`config.mk`:
```
export PLATFORM = sky130hd
export DESIGN_NAME = reduce100_rx_flat
export DESIGN_NICKNAME = d
export VERILOG_FILES = /design/src/rtl/reduce_pkg.sv /design/src/rtl/reduce100_rx_if.sv /design/src/rtl/reduce_acc.sv /design/src/rtl/reduce100_rx.sv /design/src/flat_wrapper.sv
export SDC_FILE = /design/constraint.sdc
export NUM_CORES = 1
export LEC_CHECK = 0
export CAP_MARGIN = 20
export CORE_ASPECT_RATIO = 0.7
export CORE_UTILIZATION = 35
export DETAILED_ROUTE_END_ITERATION = 8
export MAX_ROUTING_LAYER = met4
export PLACE_DENSITY = 0.68
export SLEW_MARGIN = 20
export SYNTH_ARGS = -nofsm -noshare
export SYNTH_HDL_FRONTEND = slang
export SYNTH_SLANG_ARGS = --single-unit
```
`constraint.sdc`:
```
create_clock -name clk -period 3 [get_ports clk]
set_input_delay 0.6 -clock clk [delete_from_list [all_inputs] [get_ports clk]]
set_output_delay 0.6 -clock clk [all_outputs]
set_load 0.05 [all_outputs]
```
`src/rtl/reduce_pkg.sv`:
```
// Shared definitions for the reduce100_rx serial reduction receiver.
// Holds the receive FSM state encoding, the default frame length and the
// helper that sizes the bit counter so it can hold every value 0..NBITS.
package reduce_pkg;

   localparam int NBITS_DEFAULT = 100;

   typedef enum logic [1:0] {
      IDLE   = 2'd0,
      DATA   = 2'd1,
      PARITY = 2'd2,
      HOLD   = 2'd3
   } state_t;

   // Bit counter width: wide enough to hold NBITS itself.
   function automatic int cntWidth(input int nbits);
      return $clog2(nbits + 1);
   endfunction

endpackage

```
`src/rtl/reduce100_rx_if.sv`:
```
// Bus bundle for reduce100_rx.
// Input side : in_valid/in_bit from the producer, in_ready back to it.
// Output side: out_valid with out_and/out_or/out_xor/parity_err to the
//              consumer, out_ready back from it; err_count and busy are status.
// The slave modport is the receiver's view, master is the environment's.
interface reduce100_rx_if #(
   parameter int ERR_W = 8
);

   logic             in_valid;
   logic             in_bit;
   logic             in_ready;
   logic             out_valid;
   logic             out_ready;
   logic             out_and;
   logic             out_or;
   logic             out_xor;
   logic             parity_err;
   logic [ERR_W-1:0] err_count;
   logic             busy;

   modport slave (
      input  in_valid, in_bit, out_ready,
      output in_ready, out_valid, out_and, out_or, out_xor,
             parity_err, err_count, busy
   );

   modport master (
      output in_valid, in_bit, out_ready,
      input  in_ready, out_valid, out_and, out_or, out_xor,
             parity_err, err_count, busy
   );

endinterface

```
`src/rtl/reduce_acc.sv`:
```
// Running AND/OR/XOR accumulator for one serial frame.
// Ports: clk, areset (async, active-high), load_i (start a new frame with
// bit_i), update_i (fold bit_i into the running values), bit_i, and the
// three running reductions and_o, or_o, xor_o.
module reduce_acc (
   input  logic clk,
   input  logic areset,
   input  logic load_i,
   input  logic update_i,
   input  logic bit_i,
   output logic and_o,
   output logic or_o,
   output logic xor_o
);

   logic and_q, or_q, xor_q;

   // The first bit of a frame seeds all three reductions directly; later
   // bits are folded in. Load wins so a new frame never inherits old state.
   always_ff @(posedge clk or posedge areset) begin
      if (areset) begin
         and_q <= 1'b0;
         or_q  <= 1'b0;
         xor_q <= 1'b0;
      end else if (load_i) begin
         and_q <= bit_i;
         or_q  <= bit_i;
         xor_q <= bit_i;
      end else if (update_i) begin
         and_q <= and_q & bit_i;
         or_q  <= or_q  | bit_i;
         xor_q <= xor_q ^ bit_i;
      end
   end

   assign and_o = and_q;
   assign or_o  = or_q;
   assign xor_o = xor_q;

endmodule

```
`src/rtl/reduce100_rx.sv`:
```
// Serial frame receiver: takes NBITS data bits (bit 0 first) followed by
// one even-parity bit, and presents the AND/OR/XOR of the data bits plus a
// parity error flag through a valid/ready output handshake.
// Ports: clk, areset (async, active-high), bus (reduce100_rx_if.slave)
// carrying the input handshake, result handshake, err_count and busy.
module reduce100_rx
   import reduce_pkg::*;
#(
   parameter int NBITS = NBITS_DEFAULT,
   parameter int ERR_W = 8
) (
   input  logic              clk,
   input  logic              areset,
   reduce100_rx_if.slave     bus
);

   localparam int             CW      = cntWidth(NBITS);
   localparam logic [CW-1:0]  LAST    = CW'(NBITS - 1);
   localparam logic [ERR_W-1:0] ERR_MAX = '1;

   state_t           state_q, state_d;
   logic [CW-1:0]    count_q, count_d;
   logic             inReady;
   logic             xfer;
   logic             accLoad, accUpdate, capture;
   logic             accAnd, accOr, accXor;
   logic             parityBad;
   logic             outAnd_q, outOr_q, outXor_q, parityErr_q;
   logic [ERR_W-1:0] errCount_q;

   assign inReady   = (state_q != HOLD);
   assign xfer      = bus.in_valid && inReady;
   assign parityBad = bus.in_bit ^ accXor;

   reduce_acc u_acc (
      .clk      (clk),
      .areset   (areset),
      .load_i   (accLoad),
      .update_i (accUpdate),
      .bit_i    (bus.in_bit),
      .and_o    (accAnd),
      .or_o     (accOr),
      .xor_o    (accXor)
   );

   // State and bit counter registers.
   always_ff @(posedge clk or posedge areset) begin
      if (areset) begin
         state_q <= IDLE;
         count_q <= '0;
      end else begin
         state_q <= state_d;
         count_q <= count_d;
      end
   end

   // Next-state logic. Every step only advances on an accepted bit, so an
   // idle input simply freezes the frame in place. HOLD ignores the input
   // entirely and waits for the consumer to take the result.
   always_comb begin
      state_d   = state_q;
      count_d   = count_q;
      accLoad   = 1'b0;
      accUpdate = 1'b0;
      capture   = 1'b0;
      case (state_q)
         IDLE: begin
            if (xfer) begin
               accLoad = 1'b1;
               count_d = CW'(1);
               state_d = DATA;
            end
         end
         DATA: begin
            if (xfer) begin
               accUpdate = 1'b1;
               count_d   = count_q + 1'b1;
               if (count_q == LAST) begin
                  state_d = PARITY;
               end
            end
         end
         PARITY: begin
            if (xfer) begin
               capture = 1'b1;
               state_d = HOLD;
            end
         end
         HOLD: begin
            if (bus.out_ready) begin
               state_d = IDLE;
            end
         end
         default: begin
            state_d = IDLE;
         end
      endcase
   end

   // Result registers only change when a parity bit is accepted, so the
   // last result stays visible after the handshake until the next frame
   // completes. The error counter sticks at its maximum instead of wrapping.
   always_ff @(posedge clk or posedge areset) begin
      if (areset) begin
         outAnd_q    <= 1'b0;
         outOr_q     <= 1'b0;
         outXor_q    <= 1'b0;
         parityErr_q <= 1'b0;
         errCount_q  <= '0;
      end else if (capture) begin
         outAnd_q    <= accAnd;
         outOr_q     <= accOr;
         outXor_q    <= accXor;
         parityErr_q <= parityBad;
         if (parityBad && (errCount_q != ERR_MAX)) begin
            errCount_q <= errCount_q + 1'b1;
         end
      end
   end

   assign bus.in_ready   = inReady;
   assign bus.out_valid  = (state_q == HOLD);
   assign bus.busy       = (state_q == DATA) || (state_q == PARITY);
   assign bus.out_and    = outAnd_q;
   assign bus.out_or     = outOr_q;
   assign bus.out_xor    = outXor_q;
   assign bus.parity_err = parityErr_q;
   assign bus.err_count  = errCount_q;

endmodule

```
`src/flat_wrapper.sv`:
```
// flat-port wrapper written by rule: the top's interface ports become plain ports
module reduce100_rx_flat import reduce_pkg::*;
#(
   parameter int NBITS = NBITS_DEFAULT,
   parameter int ERR_W = 8
)
  (clk, areset, bus_in_valid, bus_in_bit, bus_out_ready, bus_in_ready, bus_out_valid, bus_out_and, bus_out_or, bus_out_xor, bus_parity_err, bus_err_count, bus_busy);
  reduce100_rx_if #(.ERR_W(ERR_W)) bus_i ();
  input  logic clk;
  input  logic areset;
  input wire logic [$bits(bus_i.in_valid)-1:0] bus_in_valid;
  input wire logic [$bits(bus_i.in_bit)-1:0] bus_in_bit;
  input wire logic [$bits(bus_i.out_ready)-1:0] bus_out_ready;
  output wire logic [$bits(bus_i.in_ready)-1:0] bus_in_ready;
  output wire logic [$bits(bus_i.out_valid)-1:0] bus_out_valid;
  output wire logic [$bits(bus_i.out_and)-1:0] bus_out_and;
  output wire logic [$bits(bus_i.out_or)-1:0] bus_out_or;
  output wire logic [$bits(bus_i.out_xor)-1:0] bus_out_xor;
  output wire logic [$bits(bus_i.parity_err)-1:0] bus_parity_err;
  output wire logic [$bits(bus_i.err_count)-1:0] bus_err_count;
  output wire logic [$bits(bus_i.busy)-1:0] bus_busy;
  assign bus_i.in_valid = bus_in_valid;
  assign bus_i.in_bit = bus_in_bit;
  assign bus_i.out_ready = bus_out_ready;
  assign bus_in_ready = bus_i.in_ready;
  assign bus_out_valid = bus_i.out_valid;
  assign bus_out_and = bus_i.out_and;
  assign bus_out_or = bus_i.out_or;
  assign bus_out_xor = bus_i.out_xor;
  assign bus_parity_err = bus_i.parity_err;
  assign bus_err_count = bus_i.err_count;
  assign bus_busy = bus_i.busy;
  reduce100_rx #(.NBITS(NBITS), .ERR_W(ERR_W)) u_core (.clk(clk), .areset(areset), .bus(bus_i));
endmodule
```
Yosys cells after proc, flatten, opt, wreduce, memory -nomap -nowiden
Index checks and enable logic that the tools add are counted.
- output and inout bits: 15
- input port bits: 5
- register bits: 24
- reduce and logical (&&, ||, !) cells: 9
- equal/unequal tests: 11
- multiplexer cells: 19
- bitwise logic cells: 3
- add/subtract/negate cells: 2
- operator list (operator ; count):
    2-to-1 mux 7 bit ; 2
    one-hot mux 7 bit (2 select lines) ; 1
    2-to-1 mux 1 bit ; 10
    2-to-1 mux 2 bit ; 5
    adder 8 x 1 -> 8 bit (second input constant) ; 1
    != test 2 x 1 -> 1 bit (second input constant) ; 4
    != test 8 bit (second input constant) ; 1
    one-hot mux 2 bit (4 select lines) ; 1
    adder 7 x 1 -> 7 bit (second input constant) ; 1
    equality test 7 bit (second input constant) ; 1
    AND reduction 5 bit ; 1
    equality test 2 bit (second input constant) ; 2
    != test 2 bit (second input constant) ; 2
    nonzero test 2 bit ; 2
    AND reduction 3 bit ; 1
    equality test 2 x 1 -> 1 bit (second input constant) ; 1
    logical AND 1 bit ; 2
    logical NOT 2 bit ; 1
    AND reduction 2 bit ; 1
    AND 1 bit ; 1
    logical OR 1 bit ; 1
    OR 1 bit ; 1
    bitwise XOR 1 bit ; 1

Depth between registers and ports, before layout
Gate-level depths: netlist (run 1).
- depth after elaboration: 6
- mapped depth: 7
- mapped depth without buffers: 6

Cells and area by module
A second synthesis (run 1) with hierarchy kept.
- cell total of the unflattened synthesis: 124
- area, all modules: 1351.3 um^2
- modules (own cells, without submodules) (module ; sequential area each (um^2) ; cells an instance ; area each (um^2) ; instances):
    reduce100_rx ; 525.5 ; 113 ; 1218.7 ; 1
    reduce_acc ; 75.1 ; 11 ; 132.6 ; 1

Least setup slack after synthesis (run 1)
OpenSTA, ideal clock, no wires.
- kind: register to register
- start point: reg u_core.state_q[1]
- end point: reg u_core.state_q[1]
- arrival: 1.998 ns
- stages on the path, launching flop included: 6
- slack: 0.877 ns
- period minus slack after synthesis: 2.123 ns
- setup time: 0.125 ns
- cell sequence: dfrtp_1 > ha_1 > inv_1 > o21a_1 > o21ai_2 > mux2_4
- RTL lines (item ; RTL line ; text):
    start, declared ; reduce100_rx.sv:21 ; state_t state_q, state_d;
    start signal, assigned ; reduce100_rx.sv:52 ; state_q <= state_d;
    equality test 2 bit * ; n/a ;
    named net bus_out_valid ; flat_wrapper.sv:15 ; output wire logic [$bits(bus_i.out_valid)-1:0] bus_out_valid;
    != test 2 bit (no source line) ; n/a ;
    AND reduction 5 bit (no source line) ; n/a ;
Mark *: on every way through the listed nets, which the timed path passes. The rest lies on a longest branch.
A chain may end at the register's enable or synchronous reset.

Worst setup path after layout (run 1)
- start point: reg u_core.state_q[0]
- end point: out bus_busy
- longest elaborated chain between the ends: 2
- ends and longest elaborated chain (item ; RTL line ; text):
    equality test 2 x 1 -> 1 bit or equality test 2 bit (tied branches) ; reduce100_rx.sv:123 ; assign bus.busy = (state_q == DATA) || (state_q == PARITY);
    logical OR 1 bit * ; reduce100_rx.sv:123 ;
    end, declared ; flat_wrapper.sv:21 ; output wire logic [$bits(bus_i.busy)-1:0] bus_busy;
Mark *: on every way between the ends. The rest lies on a longest branch, timed or not.

==> results of run 1 <==
[power by group]
group          total (mW)  internal (mW)  switching [mW]
Combinational       0.783          0.316           0.467
Sequential          0.534          0.435          0.0999
Clock               0.284          0.179           0.106
Total                1.60          0.929           0.672
[registers in the layout, indices dropped and copies added (netlist names)]
signal / cells
u_core.bus.out_and: 1
u_core.u_acc.and_o: 1
u_core.u_acc.xor_o: 1
u_core.state_q: 2
u_core.bus.out_or: 1
u_core.count_q: 7
u_core.bus.out_xor: 1
u_core.bus.err_count: 8
u_core.bus.parity_err: 1
u_core.u_acc.or_o: 1
[stage by stage]
step,utilization,cells
floorplan,-,118
global placement,0.454,181
detailed placement,0.454,181
CTS,0.476,185
global route,0.476,185
finish,0.476,185
[placed cells by master (no fill, tap or decap)]
cell type and instances:
nor3_2 1, nand4_1 3, ha_1 7, or4b_1 1, nand3b_1 2, o32ai_1 1
o21bai_1 1, clkdlybuf4s50_1 19, nand3_1 6, a32o_1 2, mux2_2 9, o21ai_0 4
dfrtp_1 24, mux2i_1 2, nor3_1 3, clkbuf_8 3, xnor2_1 6, o21ai_2 2
nor2_1 9, inv_1 5, a21oi_1 2, bufinv_16 1, o21a_1 2, a22o_1 2
nand2_1 11, o211ai_1 2, nand2b_1 2, a21o_1 1, and3b_1 1, and2_1 2
nor2b_1 1, mux2_4 1
[worst max path at each step]
stage / to / slack, ns / cells past startpoint
final: bus_busy / 0.53 / 3
after global routing: bus_busy / 0.45 / 3
after CTS: bus_busy / 0.51 / 3
after detailed placement: u_core.bus.err_count[1] / 0.57 / 5
after global placement: u_core.bus.err_count[1] / 0.69 / 5
after floorplan: u_core.state_q[1] / 0.88 / 5
[logic make-up after synthesis]
group,after synthesis,synth area share
AO/OA/AOI/OAI,19,0.110
XOR/XNOR,6,0.0417
adder cells (fa/ha/maj),7,0.0694
buffers and inverters,8,0.0248
flip-flops,24,0.476
multiplexers,12,0.108
AND/OR/NAND/NOR,42,0.170
[critical path, cell delays in order, from the launching register on]
cell and delay [ns]:
dfrtp_1 0.39, inv_1 0.10, ha_1 0.31, clkdlybuf4s50_1 0.80
[area by class of cell]
class / count / area (um^2) / share of cell area
Sequential cell: 24 / 601 / 0.383
Clock inverter: 1 / 30.0 / 0.0191
Timing Repair Buffer: 19 / 190 / 0.121
Multi-Input combinational cell: 86 / 629 / 0.401
Inverter: 5 / 18.8 / 0.0120
Clock buffer: 3 / 41.3 / 0.0263
Tap cell: 47 / 58.8 / 0.0375
[layer usage]
layer | part of all wire | global-route usage
met1 | 0.50 | 0.202
met2 | 0.43 | 0.208
met3 | 0.051 | 0.0500
met4 | 0.021 | 0.0545
met5 | 0 | -
==> impl_results.md, run 1 <==
- Status: finished, final reports clean
- EDFF count, synth: 0
- Worst-skew pair later-pin latency: 0.27 ns
- Slew margin rel.: 0.399
- Final nets: 151
- DR vias/cell: 5.03
- First-pass GRT wire length: 4.11 mm
- Vias: 931
- Sequential area share after synthesis: 0.476
- Final worst slack: 0.525 ns
- Hold Crit Class: reg -> reg
- GPL Wtd Cong: 0.780
- Setup TNS: 0 ns
- CP Capture Type: primary output
- Root Driver: clkbuf_8
- Worst-Margin Slew: 0.901 ns
- Cells after Synth: 118
- Gr ovfl total: 0
- Reg-to-Reg Start: u_core.state_q[0]
- Leakage: 0.665 nW
- Worst-path clk slew: 0.08 ns
- Gr usage total: 0.149
- I/O pins: 20
- Async SR Flop Fraction: 1.00
- FMAX: 0.404 GHz
- Initial DRC count: 65
- Mean post-synth cell area: 10.7 um^2
- Most instantiated cells after synthesis: dfrtp_1, nand2_1, mux2_2, nor2_1, ha_1
- DP Wirelength: 1.84 mm
- Crit Path Max Fanout: 4
- Die Wd: 73.8 um
- CTS tree: built
- Clock tree buffer depth: 2
- Min cycle time layout: 2.47 ns
- RSZ-0062 raised after global routing: false
- Distinct cells, synth: 31
- Core ar.: 3300 um^2
- Biggest area consumer among synthesized cells: dfrtp_1
- Syn-to-layout area delta: 24.4%
- Most frequent cell after synthesis: dfrtp_1
- FILL cells: 298
- Row count: 17
- Average routed wire per standard cell: 13.4 um
- First-pass iteration count of the detailed router: 4
- Layout cells sized above 1: 0.123
- Worst vdd ir: 546 uV
- Clock buffer count from CTS: 3
- Net Count, Synth: 130
- Final Setup Violations: 0
- Dpl ws: 0.568 ns
- HP Start: u_core.bus.parity_err
- PortBufs: 19
- Initial Util: 0.383
- Final wirelength: 2.48 mm
- Pwr dens: 1020 nW/um^2
- Placed Instance Area: 1500 um^2
- Clk_skew: 0.00197 ns
- H-tree levels: 1
- Final Cycle Share: 0.825
- Worst r2r dst: u_core.bus.err_count[1]
- Hold Crit Depth: 1
- Syn Std Cell Area: 1260 um^2
- Design Area, Final: 1570 um^2
- Drc violations: 0
- Full die area: 3850 um^2
- Seq cells post-synth: 24
- Ys Warns: 0
- Number of antenna diodes: 0
- Vias in the first global route: 871
- Type of the worst setup path: reg -> out
- Setup bufs post-CTS: 0
- CP startpoint kind: register
- Antenna-violating nets left: 0
- Hold buffer count at cts: 0
- Total power: 1.60 mW
- Yosys top cell area share: 0.476
- Hold_ws: 0.492 ns
- Worst-case reg-to-reg path depth: 6
- Max-cap violations: 0
- Max-slew violations: 0
- CTS Sinks: 24
- Initial antenna violation count: 0
- Hold Path Sink: u_core.bus.parity_err
- Final hold violation count: 0
- Worst R2R Setup Slack: 0.88 ns
- Largest net degree at the start of global routing: 25
- Prevailing post-synth register cell: dfrtp_1
- Post-CTS Resized: 0
- Die H: 52.2 um
- Critical Path AT: 1.87 ns
- Required @ worst endpoint: 2.40 ns
- Crit. Startpoint: u_core.state_q[0]
- Dominant cells by area after synthesis: dfrtp_1, mux2_2, ha_1, xnor2_1, nand2_1
Note: power is estimated with default switching activity, not from simulation.
==> run 2: changes to the inputs <==
- clock period: 3 -> 2.45 ns (I/O delays scaled with it)
==> impl_results.md, run 2 (same netlist as run 1, synthesis figures left out) <==
- Number of antenna diodes: 0
- DR vias/cell: 5.01
- Core ar.: 3300 um^2
- CP startpoint kind: register
- Worst-case reg-to-reg path depth: 6
- Worst R2R Setup Slack: 0.49 ns
- Status: finished, final reports clean
- Final hold violation count: 0
- Syn-to-layout area delta: 25.6%
- Final wirelength: 2.52 mm
- Hold Crit Depth: 1
- Leakage: 0.675 nW
- Worst-skew pair later-pin latency: 0.27 ns
- Reg-to-Reg Start: u_core.state_q[0]
- Final nets: 153
- Gr usage total: 0.155
- Vias: 936
- Drc violations: 0
- Crit. Startpoint: u_core.state_q[1]
- Gr ovfl total: 0
- Max incr delay on CP: 0.80 ns
- First-pass iteration count of the detailed router: 4
- CTS tree: built
- Layout cells sized above 1: 0.136
- Clk_skew: 0.00113 ns
- Cell Chain, Critical Path: inv_1 > ha_1 > clkdlybuf4s50_1
- Max-cap violations: 0
- Clock tree buffer depth: 2
- PortBufs: 19
- Max reg flops: 8
- DP Wirelength: 1.84 mm
- Setup bufs post-CTS: 0
- Worst vdd ir: 619 uV
- Antenna-violating nets left: 0
- Worst-Margin Slew: 0.624 ns
- Row count: 17
- Hold Crit Class: reg -> reg
- Post-CTS Resized: 0
- Hold Path Sink: u_core.bus.parity_err
- Hold buffer count at cts: 0
- Crit Path Max Fanout: 4
- HP Start: u_core.bus.parity_err
- Final Cycle Share: 0.961
- Initial Util: 0.383
- Max-slew violations: 0
- Total power: 1.96 mW
- GPL Wtd Cong: 0.812
- First-pass GRT wire length: 4.31 mm
- Clock buffer count from CTS: 3
- Largest net degree at the start of global routing: 25
- Required @ worst endpoint: 1.96 ns
- Slew margin rel.: 0.579
- Pwr dens: 1240 nW/um^2
- I/O pins: 20
- Initial DRC count: 30
- Root Driver: clkbuf_8
- Setup TNS: 0 ns
- Die H: 52.2 um
- RSZ-0062 raised after global routing: false
- Die Wd: 73.8 um
- Commonest non-fill, non-tap cell in the layout: dfrtp_1
- Worst-path clk slew: 0.08 ns
- Initial antenna violation count: 0
- Final Setup Violations: 0
- Type of the worst setup path: reg -> out
- Most frequent cells in the layout: dfrtp_1, clkdlybuf4s50_1, nand2_1
- CTS Sinks: 24
- Worst r2r dst: u_core.bus.err_count[1]
- Average routed wire per standard cell: 13.5 um
- Vias in the first global route: 898
- Full die area: 3850 um^2
- Critical Path AT: 1.87 ns
- CP Capture Type: primary output
- Crit-path slowest cell: clkdlybuf4s50_1
- FMAX: 0.425 GHz
- H-tree levels: 1
- Min cycle time layout: 2.36 ns
## run 2: cell type report
type | instances | area [um^2]
tap | 47 | 58.8
clock buffer | 3 | 41.3
clock inverter | 1 | 30.0
multi-input combinational | 86 | 629
sequential | 24 | 601
timing repair buffer | 21 | 205
fill | 306 | 1710
inverter | 5 | 18.8
## run 2: worst max path at each step
stage | to | slack, ns
2_1_floorplan | u_core.state_q[1] | 0.33
3_3_place_gp | u_core.bus.err_count[1] | 0.33
3_5_place_dp | u_core.bus.err_count[1] | 0.23
4_1_cts | bus_busy | 0.09
5_1_grt | bus_busy | 0.004
6_report | bus_busy | 0.09
## run 2: report_power, final
part,switching (mW),total [mW],internal [mW]
sequential,0.123,0.655,0.532
clock,0.124,0.343,0.218
combinational,0.571,0.964,0.393
total,0.818,1.96,1.14
## run 2: layer usage
metal | global-route usage | part of all wire | vias up
met1 | 0.206 | 0.50 | 459
met3 | 0.0423 | 0.033 | 2
met2 | 0.226 | 0.46 | 10
met4 | 0.0609 | 0.0040 | 0
met5 | - | 0 | -
li1 | - | - | 465
## run 2: per-stage QoR
stage          utilization  hold WS [ns]  worst slack, ns  instance area, um^2  instances
2_1_floorplan            -         0.462            0.327                 1260        118
3_3_place_gp         0.459         0.493            0.329                 1510        183
3_5_place_dp         0.459         0.474            0.235                 1510        183
4_1_cts              0.480         0.506           0.0901                 1580        187
5_1_grt              0.480         0.529          0.00397                 1580        187
6_report             0.480         0.490           0.0947                 1580        187
## run 2: critical path: cells and delay by family (launching register included)
family     cells  cell delay (ns)
flops          1             0.40
buf+inv        2             0.90
fa+ha+maj      1             0.29
